`config.mk`:
```
export PLATFORM = sky130hd
export DESIGN_NAME = alu_shift_seq
export DESIGN_NICKNAME = d
export VERILOG_FILES = /design/src/rtl/alu_shift_pkg.sv /design/src/rtl/alu_shift_stage.sv /design/src/rtl/alu_shift_seq.sv
export SDC_FILE = /design/constraint.sdc
export NUM_CORES = 1
export LEC_CHECK = 0
export CORE_ASPECT_RATIO = 1.2
export CORE_MARGIN = 5
export CORE_UTILIZATION = 35
export DETAILED_ROUTE_END_ITERATION = 16
export PLACE_DENSITY_LB_ADDON = 0.3
export SLEW_MARGIN = 20
export SYNTH_ARGS = -nofsm -noshare
export SYNTH_HDL_FRONTEND = slang
export SYNTH_HIERARCHICAL = 1
export SYNTH_SLANG_ARGS = --single-unit
export TNS_END_PERCENT = 5
```
`constraint.sdc`:
```
create_clock -name i_clk -period 3.2 [get_ports i_clk]
set_clock_uncertainty 0.15 [all_clocks]
set_input_delay 0.32 -clock i_clk [delete_from_list [all_inputs] [get_ports i_clk]]
set_output_delay 0.32 -clock i_clk [all_outputs]
set_load 0.02 [all_outputs]
```
`src/rtl/alu_shift_pkg.sv`:
```
// Shared types for the iterative shift unit: operation codes, FSM states, default width.
package alu_shift_pkg;

    localparam int DEF_DATA_W = 32;

    typedef enum logic [1:0] {
        SH_SLL  = 2'b00,
        SH_SRL  = 2'b01,
        SH_SRA  = 2'b10,
        SH_PASS = 2'b11
    } shift_op_e;

    typedef enum logic [1:0] {
        ST_IDLE  = 2'b00,
        ST_SHIFT = 2'b01,
        ST_DONE  = 2'b10
    } state_e;

endpackage

```
`src/rtl/alu_shift_stage.sv`:
```
// One binary shifter stage: shifts by 2^i_idx when enabled, else passes data through.
// Latency: purely combinational.
// Backpressure: none; the controller decides when the result is captured.
module alu_shift_stage
    import alu_shift_pkg::*;
#(
    parameter int DATA_W  = DEF_DATA_W,
    parameter int SHAMT_W = $clog2(DATA_W)
) (
    input  logic [DATA_W-1:0]  i_data,
    input  shift_op_e          i_op,
    input  logic [SHAMT_W-1:0] i_idx,
    input  logic               i_en,
    output logic [DATA_W-1:0]  o_data
);

    logic [DATA_W-1:0] amt;

    always_comb begin
        amt        = '0;
        amt[i_idx] = 1'b1;
    end

    always_comb begin
        o_data = i_data;
        if (i_en) begin
            case (i_op)
                SH_SLL:  o_data = i_data << amt;
                SH_SRL:  o_data = i_data >> amt;
                SH_SRA:  o_data = $signed(i_data) >>> amt;
                default: o_data = i_data;
            endcase
        end
    end

endmodule

```
`src/rtl/alu_shift_seq.sv`:
```
// Iterative SLL/SRL/SRA unit walking one binary stage per clock through a shared stage.
// Latency: result valid the cycle after accept edge + SHAMT_W; every shift amount costs the same.
// Backpressure: o_valid/o_result held in DONE until i_ready; o_ready only in IDLE.
module alu_shift_seq
    import alu_shift_pkg::*;
#(
    parameter int DATA_W  = DEF_DATA_W,
    parameter int SHAMT_W = $clog2(DATA_W)
) (
    input  logic              i_clk,
    input  logic              i_rst_n,
    input  logic              i_flush,
    input  logic              i_valid,
    output logic              o_ready,
    input  logic [1:0]        i_op,
    input  logic [DATA_W-1:0] i_a,
    input  logic [DATA_W-1:0] i_b,
    output logic              o_valid,
    input  logic              i_ready,
    output logic [DATA_W-1:0] o_result,
    output logic              o_busy
);

    localparam logic [SHAMT_W-1:0] LAST_CNT = SHAMT_W'(SHAMT_W - 1);

    state_e             state_q, state_d;
    logic [SHAMT_W-1:0] cnt_q, cnt_d;
    logic [DATA_W-1:0]  data_q, data_d;
    logic [SHAMT_W-1:0] shamt_q, shamt_d;
    shift_op_e          op_q, op_d;
    logic [DATA_W-1:0]  stage_out;

    alu_shift_stage #(
        .DATA_W  (DATA_W),
        .SHAMT_W (SHAMT_W)
    ) u_stage (
        .i_data (data_q),
        .i_op   (op_q),
        .i_idx  (cnt_q),
        .i_en   (shamt_q[cnt_q]),
        .o_data (stage_out)
    );

    // Flush wins over every handshake; operand registers are deliberately left as-is.
    always_comb begin
        state_d = state_q;
        cnt_d   = cnt_q;
        data_d  = data_q;
        shamt_d = shamt_q;
        op_d    = op_q;
        if (i_flush) begin
            state_d = ST_IDLE;
        end else begin
            case (state_q)
                ST_IDLE: begin
                    if (i_valid) begin
                        data_d  = i_a;
                        shamt_d = i_b[SHAMT_W-1:0];
                        op_d    = shift_op_e'(i_op);
                        cnt_d   = '0;
                        state_d = ST_SHIFT;
                    end
                end
                ST_SHIFT: begin
                    data_d = stage_out;
                    cnt_d  = cnt_q + SHAMT_W'(1);
                    if (cnt_q == LAST_CNT) begin
                        state_d = ST_DONE;
                    end
                end
                ST_DONE: begin
                    if (i_ready) begin
                        state_d = ST_IDLE;
                    end
                end
                default: state_d = ST_IDLE;
            endcase
        end
    end

    always_ff @(posedge i_clk or negedge i_rst_n) begin
        if (!i_rst_n) begin
            state_q <= ST_IDLE;
            cnt_q   <= '0;
            data_q  <= '0;
            shamt_q <= '0;
            op_q    <= SH_SLL;
        end else begin
            state_q <= state_d;
            cnt_q   <= cnt_d;
            data_q  <= data_d;
            shamt_q <= shamt_d;
            op_q    <= op_d;
        end
    end

    assign o_ready  = (state_q == ST_IDLE);
    assign o_valid  = (state_q == ST_DONE);
    assign o_busy   = (state_q == ST_SHIFT) || (state_q == ST_DONE);
    assign o_result = data_q;

endmodule
```
==> flow_summary.html, run 1 <==
<table>
<tr><th>Metric</th><th>Value</th></tr>
<tr><th colspan="2">Run status</th></tr>
<tr><td>Run status</td><td>complete, no violations</td></tr>
<tr><th colspan="2">Placed design</th></tr>
<tr><td>IO buf count</td><td>78</td></tr>
<tr><td>Hpwl dp</td><td>33800 um</td></tr>
<tr><td>Placer congestion estimate</td><td>1.06</td></tr>
<tr><th colspan="2">GRT</th></tr>
<tr><td>Total GRT Usage</td><td>37.4%</td></tr>
<tr><td>Number of global-route vias before repair</td><td>9393</td></tr>
<tr><td>Initial antenna violation count</td><td>0</td></tr>
<tr><td>Global-route wire length before repair</td><td>66000 um</td></tr>
<tr><td>Met1 routing resource usage after global routing</td><td>51.1%</td></tr>
<tr><td>Largest net degree at the start of global routing</td><td>52</td></tr>
<tr><td>Total global routing overflow</td><td>0</td></tr>
<tr><td>Met3 routing resource usage after global routing</td><td>8.75%</td></tr>
<tr><td>Most Crowded Layer GR</td><td>met2</td></tr>
<tr><td>Grt met2 use</td><td>54.1%</td></tr>
<tr><th colspan="2">Job</th></tr>
<tr><td>Max-cap viol count</td><td>0</td></tr>
<tr><th colspan="2">Clock network</th></tr>
<tr><td>Number of buffers added by the clock tree synthesis step</td><td>5</td></tr>
<tr><td>CTS H-tree lvls</td><td>2</td></tr>
<tr><td>Worst-skew pair later-pin latency</td><td>310 ps</td></tr>
<tr><td>Number of post-CTS setup repair buffers</td><td>0</td></tr>
<tr><td>Max Root-Sink Buffers</td><td>2</td></tr>
<tr><td>Clock net sink count</td><td>46</td></tr>
<tr><td>TritonCTS clock tree</td><td>done</td></tr>
<tr><td>Root Buffer Master</td><td>clkbuf_16</td></tr>
<tr><td>CTS clock-pin slew for the worst setup and hold paths</td><td>80 ps</td></tr>
<tr><th colspan="2">Detailed routing</th></tr>
<tr><td>Detailed-router iteration count before antenna repair</td><td>6</td></tr>
<tr><td>Number of routed nets with antenna violations</td><td>0</td></tr>
<tr><td>Final WL</td><td>45400 um</td></tr>
<tr><td>Mean number of vias per cell</td><td>7.01</td></tr>
<tr><td>Drc violations</td><td>0</td></tr>
<tr><td>Via count of the routed design</td><td>9939</td></tr>
<tr><td>WL/cell</td><td>32.0 um</td></tr>
<tr><td>Starting DRC count in detailed routing</td><td>1712</td></tr>
<tr><th colspan="2">Setup path</th></tr>
<tr><td>Kind of cell with the highest combined delay on the critical path</td><td>simple AND/OR/NAND/NOR gates</td></tr>
<tr><td>Cell at the slowest stage of the critical path</td><td>nor3_1</td></tr>
<tr><td>Required time of the critical path</td><td>3290 ps</td></tr>
<tr><td>Setup crit end kind</td><td>flop</td></tr>
<tr><td>Worst Path Arrival</td><td>3200 ps</td></tr>
<tr><td>Largest stage delay on the critical path</td><td>580 ps</td></tr>
<tr><td>Launching element type of the critical path</td><td>flop</td></tr>
<tr><td>Type of the worst setup path</td><td>reg2reg</td></tr>
<tr><td>Crit path top cell by count</td><td>buf_12</td></tr>
<tr><td>CP max FO</td><td>22</td></tr>
<tr><td>WP buf/inv</td><td>2</td></tr>
<tr><td>Cell-by-cell trace of the critical path</td><td>buf_12, buf_12, and2b_1, nand2_2, a211oi_1, nor3_1, o31ai_1, a21oi_1, mux2i_1, o21ai_1</td></tr>
<tr><th colspan="2">Timing</th></tr>
<tr><td>Setup Total Neg Slack</td><td>0 ps</td></tr>
<tr><td>Final Hold Vio Count</td><td>0</td></tr>
<tr><td>Final worst path period need</td><td>3110 ps</td></tr>
<tr><td>Upper clock frequency limit</td><td>321 MHz</td></tr>
<tr><td>Number of setup violations in the final report</td><td>0</td></tr>
<tr><td>Max-slew headroom</td><td>38.3%</td></tr>
<tr><td>Transition time at the pin with the least slew margin</td><td>926 ps</td></tr>
<tr><td>Count of final max-slew check failures</td><td>0</td></tr>
<tr><td>RSZ-0062 raised after global routing</td><td>no</td></tr>
<tr><td>Final cycle utilization of the critical path</td><td>97.3%</td></tr>
<tr><th colspan="2">Logic synthesis</th></tr>
<tr><td>Compound-cell area share of the yosys netlist</td><td>42.6%</td></tr>
<tr><td>Top post-synthesis cells by count</td><td>o21ai_0 (113), a21oi_1 (86), nor2_1 (74)</td></tr>
<tr><td>Fraction of synthesized area in multiplexers</td><td>8.01%</td></tr>
<tr><td>Syn_area_per_cell</td><td>7.10 um^2</td></tr>
<tr><td>Portion of synthesized cell area occupied by the leading cell type</td><td>16.0%</td></tr>
<tr><td>Register area share after synthesis</td><td>16.0%</td></tr>
<tr><td>Flip-flop and latch count after synthesis</td><td>46</td></tr>
<tr><td>Adder and majority cell fraction of the synthesized area</td><td>1.19%</td></tr>
<tr><td>Synth warn</td><td>6</td></tr>
<tr><td>Netlist area before placement</td><td>0.00717 mm^2</td></tr>
<tr><td>Most common cell in the synthesized netlist</td><td>o21ai_0</td></tr>
<tr><td>Area fraction in and, or, nand and nor cells after synthesis</td><td>21.7%</td></tr>
<tr><td>Number of library cell types mapped by synthesis</td><td>94</td></tr>
<tr><td>Cell count after synthesis</td><td>1011</td></tr>
<tr><td>Main area contributors after synthesis</td><td>dfrtp_1 (16%), o21ai_0 (7.9%), mux2i_1 (6.3%)</td></tr>
<tr><td>Flip-flop cell with the highest count after synthesis</td><td>dfrtp_1</td></tr>
<tr><td>FFs w/ async S/R, synth</td><td>100%</td></tr>
<tr><td>Cell type with the highest aggregate area in the netlist</td><td>dfrtp_1</td></tr>
<tr><td>Synth Area in XOR/XNOR</td><td>0%</td></tr>
<tr><td>Largest family of logic cells by synthesized area</td><td>compound AO/OA/AOI/OAI gates</td></tr>
<tr><td>Count of flip-flops with a built-in enable after synthesis</td><td>0</td></tr>
<tr><td>Post-Synthesis Net Count</td><td>1088</td></tr>
<tr><th colspan="2">Floorplanning</th></tr>
<tr><td>Horizontal extent of the die</td><td>141 um</td></tr>
<tr><td>Ports placed on the boundary</td><td>106</td></tr>
<tr><td>Site row count</td><td>57</td></tr>
<tr><td>Die Y-Extent</td><td>167 um</td></tr>
<tr><td>Starting utilization of the core area</td><td>35.5%</td></tr>
<tr><td>Core Region</td><td>0.0202 mm^2</td></tr>
<tr><td>Die outline area</td><td>0.0235 mm^2</td></tr>
<tr><th colspan="2">Finish</th></tr>
<tr><td>Count of antenna diodes in the layout</td><td>0</td></tr>
<tr><td>Net count of the finished layout</td><td>1228</td></tr>
<tr><td>Area overhead of the layout relative to synthesis</td><td>30.5%</td></tr>
<tr><td>Proportion of layout cells with a drive suffix above 1</td><td>21.4%</td></tr>
<tr><th colspan="2">Hold path</th></tr>
<tr><td>Tightest Hold Check Type</td><td>reg2reg</td></tr>
</table>
## flip-flops by register name (all words and copies together), names as in the netlist
register  flops
cnt_q         5
o_result     32
state_q       2
op_q          2
shamt_q       5
## through the flow
stage,instance area (um^2),instances,utilization [%],worst slack [ps],hold WS (ps)
floorplan,7170,1011,-,616,-126
global placement,9190,1408,45.5,102,301
detailed placement,9190,1408,45.5,168,316
CTS,9350,1417,46.3,123,360
global route,9360,1417,46.4,0.904,390
finish,9360,1417,46.4,87.1,359
## layout by cell type (no fill, tap or decap), types with 6 or more instances in the layout
cell type,instances
a32oi_1,9
nor4_1,6
a31oi_1,19
o211ai_1,13
a21o_1,8
o22ai_1,24
mux2_2,9
nand4_1,6
o31ai_1,15
o21ai_0,112
mux2i_1,44
nand2b_1,20
nor2b_1,15
clkdlybuf4s50_1,77
o2bb2ai_1,6
a21boi_0,6
or3_1,8
inv_1,20
a211oi_1,22
dfrtp_1,43
and3_1,7
nor3_1,19
nand2_1,63
a22oi_1,8
nand3_1,21
nor2_1,74
a221oi_1,12
o21ai_1,38
o221ai_1,14
buf_12,16
buf_4,164
a21oi_1,86
## final timing paths
check                            from           end  slack, ps  depth (start not counted)
max                          cnt_q[1]  o_result[18]         90                         10
max in group asynchronous     i_rst_n  o_result[25]       1690                          3
max reg2reg                  cnt_q[1]  o_result[18]         90                         10
min                        shamt_q[3]    shamt_q[3]        360                          1
min reg2reg                shamt_q[3]    shamt_q[3]        360                          1
min in group asynchronous     i_rst_n      cnt_q[1]        490                          2
## per-layer routing
layer  routed length (um)  part of all wire (%)
met1                17600                    39
met2                18700                    41
met3                 5550                    12
met4                 3520                   7.8
met5                    0                     0
## timing repair
item	4_1_cts	5_1_grt
hold buffers	1	0
hold endpoints to repair	33	0
gates resized for setup	0	3
setup endpoints to repair	0	2
## logic make-up (layout without fill, tap and decap cells)
logic type / count (synthesis) / after routing
AOI/OAI and AO/OA: 465 / 465
buffers and inverters: 147 / 288
adders and majority gates: 7 / 7
and+or+nand+nor: 291 / 291
DFF: 46 / 46
muxes: 55 / 55
## final cells by class
type	instances	area (um^2)
Clock inverter	3	27.5
Inverter	21	78.8
Clock buffer	5	125
Fill cell	2109	10800
Sequential cell	46	1160
Multi-Input combinational cell	818	5300
Timing Repair Buffer	259	2340
Tap cell	265	332
Power of run 1 is not shown: default switching activity piles up to over one toggle a cycle in this logic, so the estimate is an artifact.
==> run 2: changes to the inputs <==
--- a/config.mk
+++ b/config.mk
@@ -5,6 +5,7 @@
 export SDC_FILE = /design/constraint.sdc
 export NUM_CORES = 1
 export LEC_CHECK = 0
+export CAP_MARGIN = 20
 export CORE_ASPECT_RATIO = 1.2
 export CORE_MARGIN = 5
 export CORE_UTILIZATION = 35
==> results of run 2 <==
No change in the layout: final DEF, timing and power equal those of run 1.
Power of run 2 is left out for the same reason.
==> run 3: changes to the inputs <==
--- a/config.mk
+++ b/config.mk
@@ -7,7 +7,7 @@
 export LEC_CHECK = 0
 export CAP_MARGIN = 20
 export CORE_ASPECT_RATIO = 1.2
-export CORE_MARGIN = 5
+export CORE_MARGIN = 3
 export CORE_UTILIZATION = 35
 export DETAILED_ROUTE_END_ITERATION = 16
 export PLACE_DENSITY_LB_ADDON = 0.3
==> flow_summary.html, run 3 (synthesis gave the netlist of run 1 again) <==
<table>
<tr><th>Metric</th><th>Value</th></tr>
<tr><th colspan="2">Floorplanning</th></tr>
<tr><td>Core Region</td><td>0.0198 mm^2 (-1.8%)</td></tr>
<tr><td>Die Y-Extent</td><td>163 um (-2.4%)</td></tr>
<tr><td>Starting utilization of the core area</td><td>36.2% (+0.63 points)</td></tr>
<tr><td>Ports placed on the boundary</td><td>106 (unchanged)</td></tr>
<tr><td>Die outline area</td><td>0.0223 mm^2 (-5.2%)</td></tr>
<tr><td>Horizontal extent of the die</td><td>137 um (-2.8%)</td></tr>
<tr><td>Site row count</td><td>56 (-1.8%)</td></tr>
<tr><th colspan="2">Placed design</th></tr>
<tr><td>Hpwl dp</td><td>33300 um (-1.5%)</td></tr>
<tr><td>IO buf count</td><td>78 (unchanged)</td></tr>
<tr><td>Placer congestion estimate</td><td>1.06 (about the same)</td></tr>
<tr><th colspan="2">Clock network</th></tr>
<tr><td>Clock net sink count</td><td>46 (unchanged)</td></tr>
<tr><td>Root Buffer Master</td><td>clkbuf_16</td></tr>
<tr><td>Number of buffers added by the clock tree synthesis step</td><td>5 (unchanged)</td></tr>
<tr><td>Max Root-Sink Buffers</td><td>2 (unchanged)</td></tr>
<tr><td>Number of post-CTS setup repair buffers</td><td>0 (unchanged)</td></tr>
<tr><td>Worst-skew pair later-pin latency</td><td>300 ps (about the same)</td></tr>
<tr><td>CTS H-tree lvls</td><td>2 (unchanged)</td></tr>
<tr><td>TritonCTS clock tree</td><td>done</td></tr>
<tr><td>CTS clock-pin slew for the worst setup and hold paths</td><td>80 ps (about the same)</td></tr>
<tr><td>CTS Hold Buffers Added</td><td>0 (-1)</td></tr>
<tr><td>PostCTS Resize Cnt</td><td>0 (unchanged)</td></tr>
<tr><th colspan="2">Finish</th></tr>
<tr><td>Area overhead of the layout relative to synthesis</td><td>28.4%</td></tr>
<tr><td>Proportion of layout cells with a drive suffix above 1</td><td>20.3% (-1.2 points)</td></tr>
<tr><td>Net count of the finished layout</td><td>1210 (-1.5%)</td></tr>
<tr><td>Number of flip-flops in the largest register</td><td>32 (unchanged)</td></tr>
<tr><td>Most common cell after layout, fill and taps aside</td><td>buf_4</td></tr>
<tr><td>Count of antenna diodes in the layout</td><td>0 (unchanged)</td></tr>
<tr><td>Commonest cells after routing, fill and taps aside</td><td>buf_4 (148), o21ai_0 (113), a21oi_1 (86)</td></tr>
<tr><th colspan="2">Job</th></tr>
<tr><td>Max-cap viol count</td><td>0 (unchanged)</td></tr>
<tr><th colspan="2">GRT</th></tr>
<tr><td>Largest net degree at the start of global routing</td><td>50 (-3.8%)</td></tr>
<tr><td>Total GRT Usage</td><td>39.1% (+1.7 points)</td></tr>
<tr><td>Initial antenna violation count</td><td>0 (unchanged)</td></tr>
<tr><td>Global-route wire length before repair</td><td>63900 um (-3.1%)</td></tr>
<tr><td>Number of global-route vias before repair</td><td>9288 (-1.1%)</td></tr>
<tr><td>Total global routing overflow</td><td>0 (unchanged)</td></tr>
<tr><th colspan="2">Detailed routing</th></tr>
<tr><td>Detailed-router iteration count before antenna repair</td><td>7 (+1)</td></tr>
<tr><td>Number of routed nets with antenna violations</td><td>0 (unchanged)</td></tr>
<tr><td>Via count of the routed design</td><td>9806 (-1.3%)</td></tr>
<tr><td>Final WL</td><td>44700 um (-1.5%)</td></tr>
<tr><td>WL/cell</td><td>32.1 um (about the same)</td></tr>
<tr><td>Drc violations</td><td>0 (unchanged)</td></tr>
<tr><td>Mean number of vias per cell</td><td>7.03 (+0.22%)</td></tr>
<tr><td>Starting DRC count in detailed routing</td><td>1982 (+16%)</td></tr>
<tr><th colspan="2">Setup path</th></tr>
<tr><td>CP max FO</td><td>29 (+32%)</td></tr>
<tr><td>Worst Path Arrival</td><td>3160 ps (-40 ps)</td></tr>
<tr><td>Setup crit end kind</td><td>flop</td></tr>
<tr><td>Reg-to-reg startpoint</td><td>cnt_q[0]</td></tr>
<tr><td>Type of the worst setup path</td><td>reg2reg</td></tr>
<tr><td>Required time of the critical path</td><td>3270 ps (-20 ps)</td></tr>
<tr><td>Launching element type of the critical path</td><td>flop</td></tr>
<tr><td>First element of the critical path</td><td>cnt_q[0]</td></tr>
<tr><th colspan="2">Run status</th></tr>
<tr><td>Failing checks</td><td>negative hold slack</td></tr>
<tr><td>Run status</td><td>complete, but fails checks</td></tr>
<tr><th colspan="2">Timing</th></tr>
<tr><td>Transition time at the pin with the least slew margin</td><td>1110 ps (+188 ps)</td></tr>
<tr><td>Upper clock frequency limit</td><td>324 MHz (+0.81%)</td></tr>
<tr><td>Count of final max-slew check failures</td><td>0 (unchanged)</td></tr>
<tr><td>Max-slew headroom</td><td>25.6% (-13 points)</td></tr>
<tr><td>Final worst path period need</td><td>3090 ps (-25.0 ps)</td></tr>
<tr><td>Number of setup violations in the final report</td><td>0 (unchanged)</td></tr>
<tr><td>Final Hold Vio Count</td><td>8 (+8)</td></tr>
<tr><td>Post-route worst hold slack</td><td>-23.9 ps (-383 ps)</td></tr>
<tr><td>Setup Total Neg Slack</td><td>0 ps (unchanged)</td></tr>
<tr><td>RSZ-0062 raised after global routing</td><td>no</td></tr>
<tr><td>Final cycle utilization of the critical path</td><td>96.5% (-0.78 points)</td></tr>
<tr><th colspan="2">Hold path</th></tr>
<tr><td>Tightest Hold Check Type</td><td>in2async</td></tr>
</table>
-- run 3: path summary, 6_finish.rpt --
check	end	slack (ps)	cells after the start
max	o_result[7]	110	9
min	o_result[29]	-20	1
max reg2reg	o_result[7]	110	9
min reg2reg	shamt_q[3]	360	1
max in group asynchronous	o_result[2]	2230	2
min in group i_clk	shamt_q[3]	360	1
-- run 3: critical path, stage by stage (launching register included) --
cell	delay, ps
dfrtp_4	550
buf_12	190
nor2_1	750
a21boi_0	260
o22ai_1	380
a221o_1	210
a21oi_1	40
a21oi_1	220
mux2i_1	110
o21ai_1	130
-- run 3: area by class of cell --
cell class | instances | area (um^2)
timing repair buffer | 241 | 2190
clock buffer | 5 | 125
multi-input combinational | 818 | 5290
fill | 2037 | 10600
sequential | 46 | 1160
tap | 261 | 327
clock inverter | 3 | 43.8
inverter | 21 | 78.8
-- run 3: routing by layer --
| metal | up-vias | GRT usage (%) | part of all wire [%] |
|---|---|---|---|
| met3 | 228 | 8.93 | 12 |
| met4 | 0 | 23.7 | 7.7 |
| met1 | 4637 | 52.2 | 39 |
| li1 | 4106 | - | - |
| met5 | - | 0 | 0 |
| met2 | 835 | 56.8 | 41 |
-- run 3: through the flow --
stage / utilization [%] / setup WS [ps] / hold slack [ps] / instance area, um^2 / std cells
after floorplan: - / 616 / -126 / 7170 / 1011
after global routing: 46.5 / 3.55 / 35.1 / 9210 / 1395
after global placement: 45.6 / 149 / 312 / 9030 / 1387
after detailed placement: 45.6 / 176 / 332 / 9030 / 1387
after CTS: 46.4 / 160 / 13.9 / 9200 / 1395
final: 46.5 / 112 / -23.9 / 9210 / 1395
Power of run 3 is left out for the same reason.
